<file path="src/rtl/scan_mux.sv">
// scan_mux: registered CHANNELS:1 mux, manual select or auto round-robin scan with dwell/hold; in din/sel/mode/dwell/hold, out dout/dout_valid/cur_ch/wrap
module scan_mux #(
  parameter int WIDTH = 1,
  parameter int CHANNELS = 4,
  parameter int SEL_W = $clog2(CHANNELS),
  parameter int DWELL_W = 8
) (
  input  logic                      clk,
  input  logic                      rst,
  input  logic [CHANNELS*WIDTH-1:0] din,
  input  logic [SEL_W-1:0]          sel,
  input  logic                      mode,
  input  logic [DWELL_W-1:0]        dwell,
  input  logic                      hold,
  output logic [WIDTH-1:0]          dout,
  output logic                      dout_valid,
  output logic [SEL_W-1:0]          cur_ch,
  output logic                      wrap
);
  localparam logic [SEL_W:0] nch = (SEL_W+1)'(CHANNELS);
  localparam logic [SEL_W-1:0] last = SEL_W'(CHANNELS-1);
  logic [DWELL_W-1:0] cnt, nxt_cnt;
  logic [SEL_W-1:0] nxt_ch;
  logic adv, nxt_wrap;
  always_comb begin
    adv = !hold && mode && cnt == dwell;
    nxt_ch = hold ? cur_ch
           : !mode ? ({1'b0, sel} < nch ? sel : cur_ch)
           : adv ? (cur_ch == last ? '0 : cur_ch + 1'b1)
           : cur_ch;
    nxt_cnt = hold ? cnt : (!mode || adv) ? '0 : cnt + 1'b1;
    nxt_wrap = adv && cur_ch == last;
  end
  always_ff @(posedge clk or posedge rst) begin
    if (rst) begin
      dout <= '0;
      dout_valid <= 1'b0;
      cur_ch <= '0;
      cnt <= '0;
      wrap <= 1'b0;
    end else begin
      dout <= din[int'(nxt_ch)*WIDTH +: WIDTH];
      dout_valid <= 1'b1;
      cur_ch <= nxt_ch;
      cnt <= nxt_cnt;
      wrap <= nxt_wrap;
    end
  end
endmodule

</file>
<file path="config.mk">
export PLATFORM = sky130hd
export DESIGN_NAME = scan_mux
export DESIGN_NICKNAME = d
export VERILOG_FILES = /design/src/rtl/scan_mux.sv
export SDC_FILE = /design/constraint.sdc
export NUM_CORES = 1
export LEC_CHECK = 0
export CAP_MARGIN = 5
export CORE_MARGIN = 1.5
export CORE_UTILIZATION = 44
export DETAILED_ROUTE_END_ITERATION = 10
export PLACE_DENSITY = 0.76
export SLEW_MARGIN = 20
export SYNTH_ARGS = -nofsm -noshare
export SYNTH_HDL_FRONTEND = slang
export SYNTH_SLANG_ARGS = --single-unit
</file>
<file path="constraint.sdc">
create_clock -name clk -period 2.3 [get_ports clk]
set_input_delay 0.46 -clock clk [delete_from_list [all_inputs] [get_ports clk]]
set_output_delay 0.46 -clock clk [all_outputs]
set_load 0.05 [all_outputs]
</file>
==> results of run 1 <==
## cell type report
| cell class | instances | area, um^2 | share of cell area [%] |
|---|---|---|---|
| tap | 16 | 20.0 | 1.96 |
| sequential | 13 | 325 | 31.9 |
| multi-input combinational | 50 | 387 | 37.9 |
| timing repair buffer | 25 | 243 | 23.8 |
| clock buffer | 4 | 26.3 | 2.58 |
| inverter | 5 | 18.8 | 1.84 |
## registers in the layout, indices dropped and copies added (netlist names)
name,flops
cnt,8
cur_ch,2
dout,1
dout_valid,1
wrap,1
## cell usage after synthesis
master and count:
o32a_2 1, o21ai_0 1, nor3_1 4, o22ai_2 1, nor4_2 1, and3b_2 1, nand2_1 3, inv_1 5
a21oi_1 1, and4_1 1, a21oi_4 1, nand2b_1 1, buf_4 1, xor2_1 12, nand3_2 1, nand4b_1 1
ha_1 2, nor2_1 7, nor2b_1 1, o21ai_4 1, nand4_1 1, nand3_1 1, conb_1 1, dfrtp_1 13
a21o_1 1, xnor2_1 2, mux2i_1 3
## logic make-up (layout without fill, tap and decap cells)
kind of cell | after synthesis | in the layout | share of synthesized area (%)
simple gates | 23 | 23 | 17.8
xor+xnor | 14 | 14 | 16.6
flops | 13 | 13 | 44.1
compound gates | 7 | 7 | 10.0
buf+inv | 6 | 34 | 3.56
mux | 3 | 3 | 4.07
fa+ha+maj | 2 | 2 | 3.39
other cells | 1 | 1 | 0.508
## critical path: stages
cell	delay [ns]
clkdlybuf4s50_1	0.42
xor2_1	0.17
nor4_2	0.36
nand3_2	0.21
o32a_2	0.25
o21ai_4	0.08
mux2i_1	0.19
mux2i_1	0.09
## metal layers
| layer | vias to the layer above | global-route usage [%] | routed length (um) |
|---|---|---|---|
| li1 | 285 | - | - |
| met5 | - | 0 | 0 |
| met2 | 26 | 31.5 | 729 |
| met3 | 4 | 4.17 | 81 |
| met4 | 0 | 9.09 | 18 |
| met1 | 260 | 22.1 | 622 |
## power by group through the flow
stage	sequential, mW	clock, mW	combinational (mW)
finish	0.263	0.137	0.150
global route	0.265	0.158	0.162
CTS	0.263	0.143	0.152
detailed placement	0.267	0	0.151
global placement	0.266	0	0.149
floorplan	0.293	0	0.0581
## cell usage in the layout (no fill, tap or decap), types with 2 or more instances in the layout
| master | Yosys | final |
|---|---|---|
| clkbuf_4 | 0 | 3 |
| xor2_1 | 12 | 12 |
| nor2_1 | 7 | 7 |
| mux2i_1 | 3 | 3 |
| clkdlybuf4s50_1 | 0 | 22 |
| nor3_1 | 4 | 4 |
| buf_4 | 1 | 3 |
| nand2_1 | 3 | 3 |
| inv_1 | 5 | 5 |
| xnor2_1 | 2 | 2 |
| ha_1 | 2 | 2 |
| dfrtp_1 | 13 | 13 |
## how the worst max path moves through the flow
stage / start / to / slack, ns / cells after the start
floorplan: dwell[7] / dout$_DFF_PP0_ / 0.52 / 7
finish: dwell[7] / dout$_DFF_PP0_ / 0.22 / 8
CTS: dwell[7] / dout$_DFF_PP0_ / 0.22 / 8
detailed placement: dwell[7] / dout$_DFF_PP0_ / -0.06 / 8
global placement: dwell[7] / dout$_DFF_PP0_ / 0.01 / 8
global route: dwell[7] / dout$_DFF_PP0_ / 0.10 / 8
## metrics by stage
stage	instances	total power, mW	cell area [um^2]	setup slack (ns)	util, %
2_1_floorplan	69	0.351	738	0.522	-
3_3_place_gp	109	0.415	993	0.0122	64.4
3_5_place_dp	109	0.418	993	-0.0644	64.4
4_1_cts	113	0.557	1020	0.223	66.2
5_1_grt	113	0.585	1020	0.101	66.2
6_report	113	0.550	1020	0.217	66.2
==> metrics, run 1 <==
transition time of the tightest slew-check pin=0.500 ns; switching share of power=30.1%; type of destination of the critical path=flop; cell-internal power=0.384 mW; total grt overflow=0; Post-CTS Hold Fix Bufs=0; number of nets in the layout=118; total track usage=18.6%; die footprint=1930 um^2; Max VDD drop=0.379 mV; synthesis-stage register bit count=13; Synthesized Nets=89; max cap viols=0; Mapped Cells=69; clock tree from TritonCTS=built; placeable core region=1540 um^2; average footprint of a synthesized cell=10.7 um^2; via count of the first global-routing pass=612; final wirelength=1450 um; fraction of the yosys area taken by sequential cells=44.1%; count of nets left with antenna violations after detail routing=0; clock slew at reported path FFs=0.08 ns; switching power summed over all nets=0.165 mW; Static Leak=0.472 nW; chip width=44.0 um; clock sink count=13; headroom to the max-slew limit=66.5%; setup repair after global routing missed its margin=false; clock period minus final worst setup slack=2.08 ns; Area Overhead vs Synth=38.1%; Fill cells=143; DR DRC count=0; Setup TNS Final=0 ns; type of the worst setup path=input port to flop; number of vias per cell after detailed routing=5.09; fraction of final layout cells sized beyond drive strength 1=13.4%; standard-cell rows=14; worst hold margin=0.502 ns; crit path max fanout=5; CTS H-tree depth=1; input/output buffers=22; kind of start point of the critical path=input port; hold violation total from the final report=0; Max Root-Sink Buffers=2; count of cells along the worst register-to-register path=7; fmax=480 MHz; clock buffers created by TritonCTS=3; share of power burned in the clock network=24.9%; Power Density=539 nW/um^2; beginning of the worst register-to-register path=cnt[3]$_DFFE_PP0N_; type of the tightest min-delay check=input port to asynchronous set/reset pin; average wire per cell in the routed design=12.8 um; count of yosys warnings during synthesis=0; sequential power share=47.8%; number of gates given a new drive strength after cts=0; die extent in y=44.0 um; result of the run=complete, no violations; post-synth cell types=27; Post-CTS Setup Inserts=0; Routability Congestion=0.687; count of pins on the block boundary=23; number of detailed-routing iterations run before antenna repair=4; max-slew violation count=0; FF-to-FF setup slack=0.41 ns; share of the clock period used by the worst path after layout=90.6%; number of endpoints failing setup at the final stage=0; required time of the critical path=2.45 ns; antenna violations before repair=0; critical register-to-register path endpoint=dout$_DFF_PP0_; count of routing violations after the opening detailed-route iteration=11; via count=575; Inserted Diodes=0; arrival time at the worst endpoint=2.24 ns; top cell type's share of synthesized area=44.1%; Synth area leader=dfrtp_1; largest net degree at the start of global routing=14; Root Buffer=clkbuf_4; worst clock skew=0.00131 ns; placed wire-length estimate=1190 um; worst skew pair latency=0.27 ns; first-pass GRT wire length=2560 um; Cell Area, Synth=738 um^2; top cells by area in the synthesized netlist=dfrtp_1 44%, xor2_1 14%, mux2i_1 4.1%, nor2_1 3.6%, ha_1 3.4%; Gate power share=27.3%; initial core utilization=47.9%
Note: power is estimated with default switching activity, not from simulation.
==> inputs of run 2 (changes only) <==
--- a/config.mk
+++ b/config.mk
@@ -10,6 +10,7 @@
 export CORE_UTILIZATION = 44
 export DETAILED_ROUTE_END_ITERATION = 10
 export PLACE_DENSITY = 0.76
+export SKIP_CTS_REPAIR_TIMING = 1
 export SLEW_MARGIN = 20
 export SYNTH_ARGS = -nofsm -noshare
 export SYNTH_HDL_FRONTEND = slang
==> results of run 2 <==
Same layout as run 1: the final DEF is identical, and so are final timing and power.
